File: src/rtl/serializer.sv
// Parallel-to-serial transmitter for the CLK/DATA/LOAD/STOP board link.
// Words pass through a one-deep holding register into an MSB-first shifter.
module serializer #(
  parameter int CLK_DIV = 4,
  parameter int ADDR_W  = 3,
  parameter int DATA_W  = 16
) (
  input  logic              CLK,
  input  logic              RST,
  input  logic [ADDR_W-1:0] P_ADDR,
  input  logic [DATA_W-1:0] P_DATA,
  input  logic              P_ENA,
  output logic              P_RDY,
  output logic              TX_CLK,
  output logic              TX_DATA,
  output logic              TX_LOAD,
  output logic              TX_STOP,
  output logic              BUSY,
  output logic [1:0]        state_dbg
);

  localparam int F   = ADDR_W + DATA_W;
  localparam int BCW = $clog2(F + 1);
  localparam int DCW = (CLK_DIV > 1) ? $clog2(CLK_DIV) : 1;
  localparam logic [DCW-1:0] DIV_LAST = DCW'(CLK_DIV - 1);
  localparam logic [BCW-1:0] BIT_LAST = BCW'(F - 1);

  typedef enum logic [1:0] {
    S_IDLE  = 2'd0,
    S_SHIFT = 2'd1,
    S_LOAD  = 2'd2,
    S_GAP   = 2'd3
  } state_t;

  state_t         state_q, state_n;
  logic [DCW-1:0] div_q, div_n;
  logic           phase_q, phase_n;
  logic [BCW-1:0] bit_q, bit_n;
  logic [F-1:0]   shift_q, shift_n;
  logic [F-1:0]   hold_q, hold_n;
  logic           hold_valid_q, hold_valid_n;
  logic           tx_clk_q, tx_clk_n;
  logic           tx_load_q, tx_load_n;
  logic           tx_stop_q, tx_stop_n;
  logic           busy_q, busy_n;

  logic accept;
  logic tick;
  logic bit_end;
  logic take_hold;

  // Handshake: a word is taken on any CLK edge where P_ENA && P_RDY; P_RDY
  // depends only on the holding register, never on P_ENA, and a full holding
  // register is never overwritten.
  assign P_RDY     = !hold_valid_q;
  assign accept    = P_ENA && !hold_valid_q;
  assign tick      = (div_q == DIV_LAST);
  assign bit_end   = tick && phase_q;
  assign take_hold = hold_valid_q &&
                     ((state_q == S_IDLE) || ((state_q == S_GAP) && bit_end));

  assign TX_CLK    = tx_clk_q;
  assign TX_DATA   = shift_q[F-1];
  assign TX_LOAD   = tx_load_q;
  assign TX_STOP   = tx_stop_q;
  assign BUSY      = busy_q;
  assign state_dbg = state_q;

  always_ff @(posedge CLK or posedge RST) begin
    if (RST) state_q <= S_IDLE;
    else     state_q <= state_n;
  end

  always_comb begin
    state_n = state_q;
    case (state_q)
      S_IDLE:  if (hold_valid_q) state_n = S_SHIFT;
      S_SHIFT: if (bit_end && (bit_q == BIT_LAST)) state_n = S_LOAD;
      S_LOAD:  if (bit_end) state_n = S_GAP;
      S_GAP:   if (bit_end) state_n = hold_valid_q ? S_SHIFT : S_IDLE;
      default: state_n = S_IDLE;
    endcase
  end

  // Next values of the datapath and of every registered output.
  always_comb begin
    div_n        = div_q;
    phase_n      = phase_q;
    bit_n        = bit_q;
    shift_n      = shift_q;
    hold_n       = hold_q;
    hold_valid_n = hold_valid_q;
    tx_stop_n    = tx_stop_q;

    if (accept) begin
      hold_n       = {P_ADDR, P_DATA};
      hold_valid_n = 1'b1;
    end

    if (state_q != S_IDLE) begin
      div_n = tick ? '0 : div_q + 1'b1;
      if (tick) phase_n = !phase_q;
    end

    // Zero-fill keeps TX_DATA low once the last bit has gone out.
    if ((state_q == S_SHIFT) && bit_end) begin
      shift_n = {shift_q[F-2:0], 1'b0};
      bit_n   = bit_q + 1'b1;
    end

    if (take_hold) begin
      shift_n      = hold_q;
      hold_valid_n = 1'b0;
      bit_n        = '0;
      div_n        = '0;
      phase_n      = 1'b0;
    end

    // STOP is decided once, on the LOAD entry edge, and held through LOAD.
    if ((state_q == S_SHIFT) && (state_n == S_LOAD))
      tx_stop_n = !hold_valid_q && !accept;
    else if (state_n != S_LOAD)
      tx_stop_n = 1'b0;

    tx_clk_n  = (state_n == S_SHIFT) && phase_n;
    tx_load_n = (state_n == S_LOAD);
    busy_n    = (state_n != S_IDLE) || hold_valid_n;
  end

  always_ff @(posedge CLK or posedge RST) begin
    if (RST) begin
      div_q        <= '0;
      phase_q      <= 1'b0;
      bit_q        <= '0;
      shift_q      <= '0;
      hold_q       <= '0;
      hold_valid_q <= 1'b0;
      tx_clk_q     <= 1'b0;
      tx_load_q    <= 1'b0;
      tx_stop_q    <= 1'b0;
      busy_q       <= 1'b0;
    end else begin
      div_q        <= div_n;
      phase_q      <= phase_n;
      bit_q        <= bit_n;
      shift_q      <= shift_n;
      hold_q       <= hold_n;
      hold_valid_q <= hold_valid_n;
      tx_clk_q     <= tx_clk_n;
      tx_load_q    <= tx_load_n;
      tx_stop_q    <= tx_stop_n;
      busy_q       <= busy_n;
    end
  end

endmodule

File: config.mk
export PLATFORM = sky130hd
export DESIGN_NAME = serializer
export DESIGN_NICKNAME = d
export VERILOG_FILES = /design/src/rtl/serializer.sv
export SDC_FILE = /design/constraint.sdc
export NUM_CORES = 1
export LEC_CHECK = 0
export ABC_AREA = 1
export BUFFER_PORTS_ARGS = -buffer_cell sky130_fd_sc_hd__buf_2
export CAP_MARGIN = 15
export CELL_PAD_IN_SITES_DETAIL_PLACEMENT = 1
export CELL_PAD_IN_SITES_GLOBAL_PLACEMENT = 1
export CORE_ASPECT_RATIO = 1.4
export CORE_UTILIZATION = 44
export DETAILED_ROUTE_END_ITERATION = 10
export GPL_TIMING_DRIVEN = 0
export MAX_ROUTING_LAYER = met4
export PLACE_DENSITY_LB_ADDON = 0.15
export SYNTH_ARGS = -nofsm -noshare
export SYNTH_HDL_FRONTEND = slang
export SYNTH_SLANG_ARGS = --single-unit
File: constraint.sdc
create_clock -name CLK -period 1.87 [get_ports CLK]
set_clock_uncertainty 0.1 [all_clocks]
set_input_delay 0.374 -clock CLK [delete_from_list [all_inputs] [get_ports CLK]]
set_output_delay 0.374 -clock CLK [all_outputs]
set_load 0.1 [all_outputs]
# == Yosys cells after proc, flatten, opt, wreduce, memory -nomap -nowiden ==
# Cells that the tools add are included.
# classes
n_addsub,2
mul,0
n_div,0
n_lt_le_gt_ge,0
eq_ne,8
shift,0
n_mux,20
bitwise_logic,0
n_reduce_logical,20
# ops
op,n
$mux W19,2
$mux W2,7
$mux W5,2
$reduce_bool A2 Y1,5
$logic_and A1 B1 Y1,9
$eq A2 B2 Y1 const B,4
$mux W1,8
$pmux W2 S4,1
$add A5 B1 Y5 const B,1
$eq A5 B5 Y1 const B,1
$eq A2 B1 Y1 const B,2
$logic_not A1 Y1,3
$add A2 B1 Y2 const B,1
$logic_not A2 Y1,1
$logic_or A1 B1 Y1,2
$ne A2 B2 Y1 const B,1
# totals
regBits,53
latch_bits,0
mem_bits_rw,0
rom_bits,0
input_bits,22
output_inout_bits,8
word_cells,61
n_memories,0

# == Logic depth before layout (Yosys ltp) ==
# Gate-level depths: netlist (run 1).
# depth
depth_word,8
ltp_mapped,10

# == Least setup slack after synthesis (run 1) ==
# No wires, ideal clock.
# synth_path
path_kind,register -> register
start,register state_q[1] (netlist: state_dbg[1])
end,register shift_q[18]
arrival_time_ns,1.827
required_time_ns,1.701
slack_ns,-0.126
path_stages_with_launch,8
n_path_buf,1
period_less_slack_ns,1.996
path_cell_list,dfrtp_1 inv_1 nand3_1 inv_1 buf_2 nor2_2 nand2_1 nand3_1
# synth_via
elab_chain_len,5
word_cells_on_any_way,9
cone_classes,eq/ne (2); mux (1); reduce/logical (6)
# synth_rtl
element,line_no,rtl
start: declaration,35,"state_t state_q, state_n;"
start signal: assignment,71,else state_q <= state_n;
$eq A2 B2 Y1,60,((state_q == S_IDLE) || ((state_q == S_GAP) && bit_end));
$logic_and A1 B1 Y1,60,
$logic_or A1 B1 Y1,60,
$logic_and A1 B1 Y1,59,assign take_hold = hold_valid_q &&
$mux W19 or $reduce_bool A2 Y1 (tied branches),-,
end signal: assignment,146,shift_q <= shift_n;
end: declaration,39,"logic [F-1:0] shift_q, shift_n;"
# Several ways; a longest one is shown, not always the timed one.
# A chain may end at the register's enable or synchronous reset.

# == Worst setup path after layout (run 1) ==
# layout_path
start,register hold_valid_q
end,output P_RDY
# layout_via
elab_chain_len,1
# layout_rtl
element,line_no,rtl
start: declaration,41,"logic hold_valid_q, hold_valid_n;"
start signal: assignment,148,hold_valid_q <= hold_valid_n;
$logic_not A1 Y1,55,assign P_RDY = !hold_valid_q;
end: declaration,13,"output logic P_RDY,"
# Every way passes these cells.

==> impl_metrics.csv, run 1 <==
group,metric,value,unit
setup_path,cp_slowest_cell,"dfrtp_1",
route,ant_nets,0,
route,drt_iter0_drc,40,
synth,synth_top_family_by_area,"simple AND/OR/NAND/NOR gates",
sta,slew_viol_final,0,
power,intPower,0.00207,W
setup_path,worst_setup_path_end_kind,"output port",
synth,synthCells,234,
clocking,clk_path_buf_depth,2,
power,p_leak,1.33,nW
floorplan,row_count,31,
clocking,post-cts-setup-buffers,0,
route,finalWirelength,4700,um
sta,fmax,0.553,GHz
placed_design,place_congestion,0.740,
route,route.detailed.drc,0,
synth,synth_warnings,0,
synth,yosys.area_share.simple,18.1,%
grt,grt_usage,19.9,%
setup_path,criticalPathCategory,"register to output port",
setup_path,cp_cell_sequence,"clkinvlp_4 > buf_2",
clocking,h-tree-depth,2,
cells_and_area,n_antenna_cell,0,
clocking,clk_pin_slew_worst_paths,0.09,ns
power,seqPwrFrac,50.7,%
synth,synth_mux_area_share,9.17,%
setup_path,setup.worst_path.start,"hold_valid_q",
synth,syn_area,0.00233,sq mm
synth,synth_seq_area_share,56.8,%
power,power_frac_comb,30.2,%
synth,avgSynthCellArea,9.97,sq um
sta,setup_viol,0,
setup_path,cpPeakStageDelay,0.44,ns
outcome,outcome,"complete, no violations",
power,power.density,1180,mW/mm^2
power,swShare,34.7,%
floorplan,die_area,0.00560,sq mm
cells_and_area,fin_util,52.5,%
sta,finalCritPeriodShare,96.8,%
cells_and_area,fin_nets,299,
sta,tightest_slew,0.488,ns
setup_path,rrSetupSlack,0.11,ns
min_path,hold_path.class,"input pin to register",
synth,synth_cell_types,22,
floorplan,initial_core_util,45.6,%
clocking,clk_latency,0.30,ns
clocking,cts_tree,"yes",
min_path,min_from,"P_DATA[10]",
run,cap_viol_max_count,0,
setup_path,path_max_fanout,5,
grt,grt_pass1_wl,8240,um
floorplan,fp.dieH,88.2,um
placed_design,port-buffer-count,29,
route,vias_per_cell,5.07,
clocking,cts_made_buffers,5,
grt,grt_pass1_vias,1801,
grt,overflow,0,
sta,slew_headroom,67.7,%
sta,rsz0062_at_grt,"false",
floorplan,die_width,63.5,um
clocking,root_buffer,"clkbuf_8",
power,pwr-share-clk,19.2,%
synth,synth-compound-area-share,6.43,%
setup_path,crit_arrival,1.34,ns
setup_path,start_kind,"register",
power,peakVddDrop,0.000643,V
synth,synth-seq-cells,53,
route,dr_total_vias,1713,
placed_design,dp_hpwl,3430,um
sta,period_minus_slack,1.81,ns
grt,grt_start_max_net_pins,40,
clocking,cts_sinks,53,
grt,grt_antenna_before_repair,0,
synth,synth_xor_area_share,1.13,%
route,drt-pass1-iter-count,4,
synth,synthAdderAreaFrac,2.68,%
cells_and_area,drive_gt1_share,27.9,%
setup_path,required,1.40,ns
cells_and_area,layout.cells.non_filler,338,
route,avgRoutedWirePerCell,13.9,um
placed_design,dpl.cell_count,330,
sta,finalHoldViolations,0,
floorplan,ioPinCount,30,
synth,syn-num-nets,261,
floorplan,fp.coreArea,0.00512,sq mm
power,net-switching-power,0.00110,W
setup_path,timing.rr.start,"div_q[0]",
cells_and_area,syn2layout_area_growth,15.2,%
==> path summary, 6_finish.rpt <==
| path | cells after the start | endpoint |
|---|---|---|
| worst max-delay path | 2 | P_RDY |
| worst min-delay path | 2 | hold_q[10] |
| worst max register to register | 9 | shift_q[7] |
| worst min register to register | 2 | shift_q[0] |
| max in group asynchronous | 4 | state_dbg[0] |
| min in group asynchronous | 3 | shift_q[2] |
==> cell families (layout without fill, tap and decap cells) <==
logic type               Yosys count  after routing
flip-flops                        53             53
multiplexers                      19             19
adder cells (fa/ha/maj)            5              5
buffers and inverters             25             63
AO/OA/AOI/OAI                     24             24
AND/OR/NAND/NOR                  105            105
XOR/XNOR                           3              3
==> final cells by class <==
cell class              instances  area (sq um)
inverters                      16          63.8
plain buffers                   9          77.6
fillers                       623          2430
clock inverters                 1          5.00
well taps                      66          82.6
flip-flops and latches         53          1330
multi-input cells             156           883
clock buffers                   6          72.6
repair buffers                 31           175
==> layer usage <==
| layer | up-vias | global-route usage, % | wire length, um |
|---|---|---|---|
| met5 | - | - | 0 |
| met2 | 30 | 33.0 | 2430 |
| li1 | 831 | - | - |
| met1 | 846 | 24.4 | 2070 |
| met3 | 6 | 3.65 | 140 |
| met4 | 0 | 6.82 | 68 |
==> registers in the layout, summed over array words and instances (netlist names) <==
signal        flops
phase_q           1
hold_valid_q      1
bit_q             5
TX_STOP           1
TX_LOAD           1
BUSY              1
div_q             2
hold_q           19
shift_q          19
state_dbg         2
TX_CLK            1
==> power groups by stage <==
stage / Sequential (W) / Combinational [W] / Clock, W
after global placement: 0.00162 / 0.000890 / 0
after CTS: 0.00161 / 0.000952 / 0.000628
after floorplan: 0.00171 / 0.000603 / 0
after global routing: 0.00165 / 0.00109 / 0.000667
after detailed placement: 0.00162 / 0.000944 / 0
final: 0.00160 / 0.000956 / 0.000607
==> cells in the final DEF, fill, tap and decap left out, types with 2 or more instances in the layout <==
master    count
nor2_1       27
nand3_1      11
dfrtp_2       2
inv_1        12
ha_1          4
clkbuf_8      5
mux2_2       19
dfrtp_1      51
o21ai_0       4
nand2_1      63
buf_6         4
buf_4         2
xnor2_1       2
inv_2         3
a31oi_1      16
buf_2        30
==> synth_stat cells (all sizes together) <==
library cell,n,area (sq um)
nand2,65,254
dfrtp,53,1330
nor2,29,114
mux2,19,214
a31oi,16,100
inv,16,60.1
nand3,11,55.1
buf,8,67.6
ha,5,62.6
o21ai,5,25.0
xnor2,2,17.5
a21oi,1,5.00
clkbuf,1,3.75
o22ai,1,12.5
o31ai,1,7.51
xor2,1,8.76
==> critical path, delay by kind of cell (launching register included) <==
family                 cells  cell delay [ns]
DFF                        1             0.44
buffers and inverters      2             0.59
==> metrics by stage <==
stage	area (sq um)	setup slack (ns)	setup TNS (ns)	total power, W	hold slack [ns]
floorplan	2340	-0.0377	-0.388	0.00231	0.342
detailed placement	2590	-0.0691	-0.247	0.00257	0.260
global route	2690	0.00198	0	0.00341	0.196
finish	2690	0.0604	0	0.00317	0.199
CTS	2680	0.00357	0	0.00319	0.193
global placement	2570	-0.778	-32.65	0.00251	0.367
==> what timing repair did <==
item,in CTS,in global routing
endpoints found under the hold margin,14,0
hold buffers,1,0
gates resized for setup,1,7
endpoints found under the setup margin,10,24
No activity file was read; power rests on OpenSTA's default activity.
==> inputs of run 2 (changes only) <==
==> constraint.sdc (replaced) <==
create_clock -name CLK -period 1.8 [get_ports CLK]
set_clock_uncertainty 0.1 [all_clocks]
set_input_delay 0.36 -clock CLK [delete_from_list [all_inputs] [get_ports CLK]]
set_output_delay 0.36 -clock CLK [all_outputs]
set_load 0.1 [all_outputs]
==> run 2 against run 1 <==
Net effect:
- wire length is 4.6% higher
- sequential share of layout area is 1.5 points lower
- final cell count grew 1.8%
- global-route usage is essentially flat
- critical endpoint is now shift_q[5]
- largest cell class unchanged
- highest routed layer unchanged
==> impl_metrics.csv, run 2 (same netlist as run 1, synthesis figures left out) <==
group,metric,value,unit
outcome,outcome,"complete, no violations",
floorplan,die_width,63.5,um
cells_and_area,layout_commonest_cell,"nand2_1",
sta,fmax,0.583,GHz
cells_and_area,top_regs,"hold_q: 19 flops, shift_q: 19 flops, bit_q: 5 flops",
setup_path,required,1.92,ns
grt,grt_start_max_net_pins,40,
floorplan,fp.coreArea,0.00512,sq mm
placed_design,port-buffer-count,29,
setup_path,crit_arrival,1.84,ns
setup_path,path_max_fanout,8,
clocking,clk_latency,0.30,ns
placed_design,dp_hpwl,3430,um
power,power.density,1210,mW/mm^2
sta,slew_viol_final,0,
cells_and_area,n_antenna_cell,0,
power,net-switching-power,0.00116,W
placed_design,place_congestion,0.740,
cells_and_area,multi_input_area,890,sq um
run,cap_viol_max_count,0,
setup_path,cpMostUsedCell,"ha_2",
cells_and_area,regArea,0.00133,sq mm
power,pwr-share-clk,18.7,%
setup_path,cp_cell_sequence,"ha_2 > ha_2 > nand3_1 > nand2_1 > nand2_2 > buf_6 > buf_8 > nor2_1 > a31oi_1",
sta,setup_viol,0,
power,seqPwrFrac,49.8,%
floorplan,fp.dieH,88.2,um
cells_and_area,fin_nets,305,
grt,overflow,0,
grt,grt_pass1_vias,1796,
grt,grt_pass1_wl,8220,um
clocking,root_buffer,"clkbuf_8",
cells_and_area,layout_common_cells,"nand2_1 (63), dfrtp_1 (51), buf_2 (29)",
setup_path,path_delay_family,"adder cells",
route,drt_iter0_drc,53,
clocking,h-tree-depth,2,
setup_path,criticalPathCategory,"register to register",
placed_design,pre_cts_slack,-0.139,ns
setup_path,timing.rr.start,"div_q[1]",
route,avgRoutedWirePerCell,14.3,um
floorplan,initial_core_util,45.6,%
route,dr_total_vias,1759,
clocking,clk_path_buf_depth,2,
setup_path,r2r_cells,9,
setup_path,cpPeakStageDelay,0.39,ns
sta,slew_headroom,67.7,%
min_path,hold_path_depth,2,
setup_path,start_kind,"register",
setup_path,cp_slowest_cell,"dfrtp_1",
clocking,cts_made_buffers,5,
sta,finalCritPeriodShare,95.4,%
setup_path,worst_setup_path_end_kind,"register",
route,finalWirelength,4920,um
sta,finalHoldViolations,0,
power,power_frac_comb,31.5,%
sta,tightest_slew,0.488,ns
power,swShare,34.6,%
cells_and_area,fin_util,54.2,%
clocking,cts_sinks,53,
floorplan,row_count,31,
cells_and_area,fillers,623,
clocking,cts_tree,"yes",
clocking,clk_pin_slew_worst_paths,0.09,ns
setup_path,crit_buf_inv,2,
setup_path,cp.depth,9,
min_path,hold_path.class,"input pin to register",
power,peakVddDrop,0.000640,V
power,intPower,0.00219,W
cells_and_area,drive_gt1_share,30.6,%
floorplan,die_area,0.00560,sq mm
sta,fin_ws,0.0833,ns
route,vias_per_cell,5.11,
route,route.detailed.drc,0,
route,ant_nets,0,
setup_path,setup.worst_path.start,"div_q[1]",
grt,grt_antenna_before_repair,0,
cells_and_area,syn2layout_area_growth,18.9,%
route,drt-pass1-iter-count,4,
sta,period_minus_slack,1.72,ns
min_path,min_from,"P_DATA[10]",
floorplan,ioPinCount,30,
power,p_leak,1.36,nW
grt,grt_usage,19.9,%
==> run 2: layout make-up <==
| type | count | area share, % |
|---|---|---|
| repair buffers | 37 | 8.66 |
| clock buffers | 6 | 2.62 |
| flip-flops and latches | 53 | 47.9 |
| clock inverters | 1 | 0.180 |
| plain buffers | 9 | 3.16 |
| well taps | 66 | 2.98 |
| multi-input cells | 156 | 32.1 |
| inverters | 16 | 2.44 |
==> run 2: what timing repair did <==
item	4_1_cts	5_1_grt
cloned	0	1
endpoints found under the hold margin	14	0
gates resized for setup	5	11
pin swaps	0	1
setup endpoints to repair	17	22
hold buffers	1	0
setup buffers	0	5
==> run 2: path summary, 6_finish.rpt <==
kind	to	slack (ns)
min in group asynchronous	shift_q[2]	0.45
worst max-delay path	shift_q[5]	0.08
worst max register to register	shift_q[5]	0.08
max in group asynchronous	state_dbg[0]	0.63
worst min-delay path	hold_q[10]	0.19
worst min register to register	shift_q[0]	0.38
==> run 2: power by group through the flow <==
stage	clock network, W	registers, W	logic [W]
detailed placement	0	0.00169	0.000981
finish	0.000628	0.00167	0.00106
CTS	0.000652	0.00167	0.00101
global route	0.000691	0.00171	0.00120
global placement	0	0.00168	0.000925
floorplan	0	0.00177	0.000627
==> run 2: metal layers <==
metal,global-route usage [%],routed length [um]
met1,24.4,2070
met2,32.9,2600
met3,3.65,148
met4,6.82,94
met5,-,0
==> run 2: per-stage QoR <==
| stage | instances | hold WS, ns | power (W) | area [sq um] | setup TNS, ns |
|---|---|---|---|---|---|
| detailed placement | 330 | 0.246 | 0.00267 | 2590 | -1.01 |
| finish | 344 | 0.186 | 0.00335 | 2770 | 0 |
| CTS | 338 | 0.179 | 0.00333 | 2690 | 0 |
| global route | 344 | 0.182 | 0.00360 | 2770 | -0.0344 |
| floorplan | 234 | 0.342 | 0.00240 | 2340 | -1.20 |
| global placement | 329 | 0.367 | 0.00261 | 2570 | -35.89 |
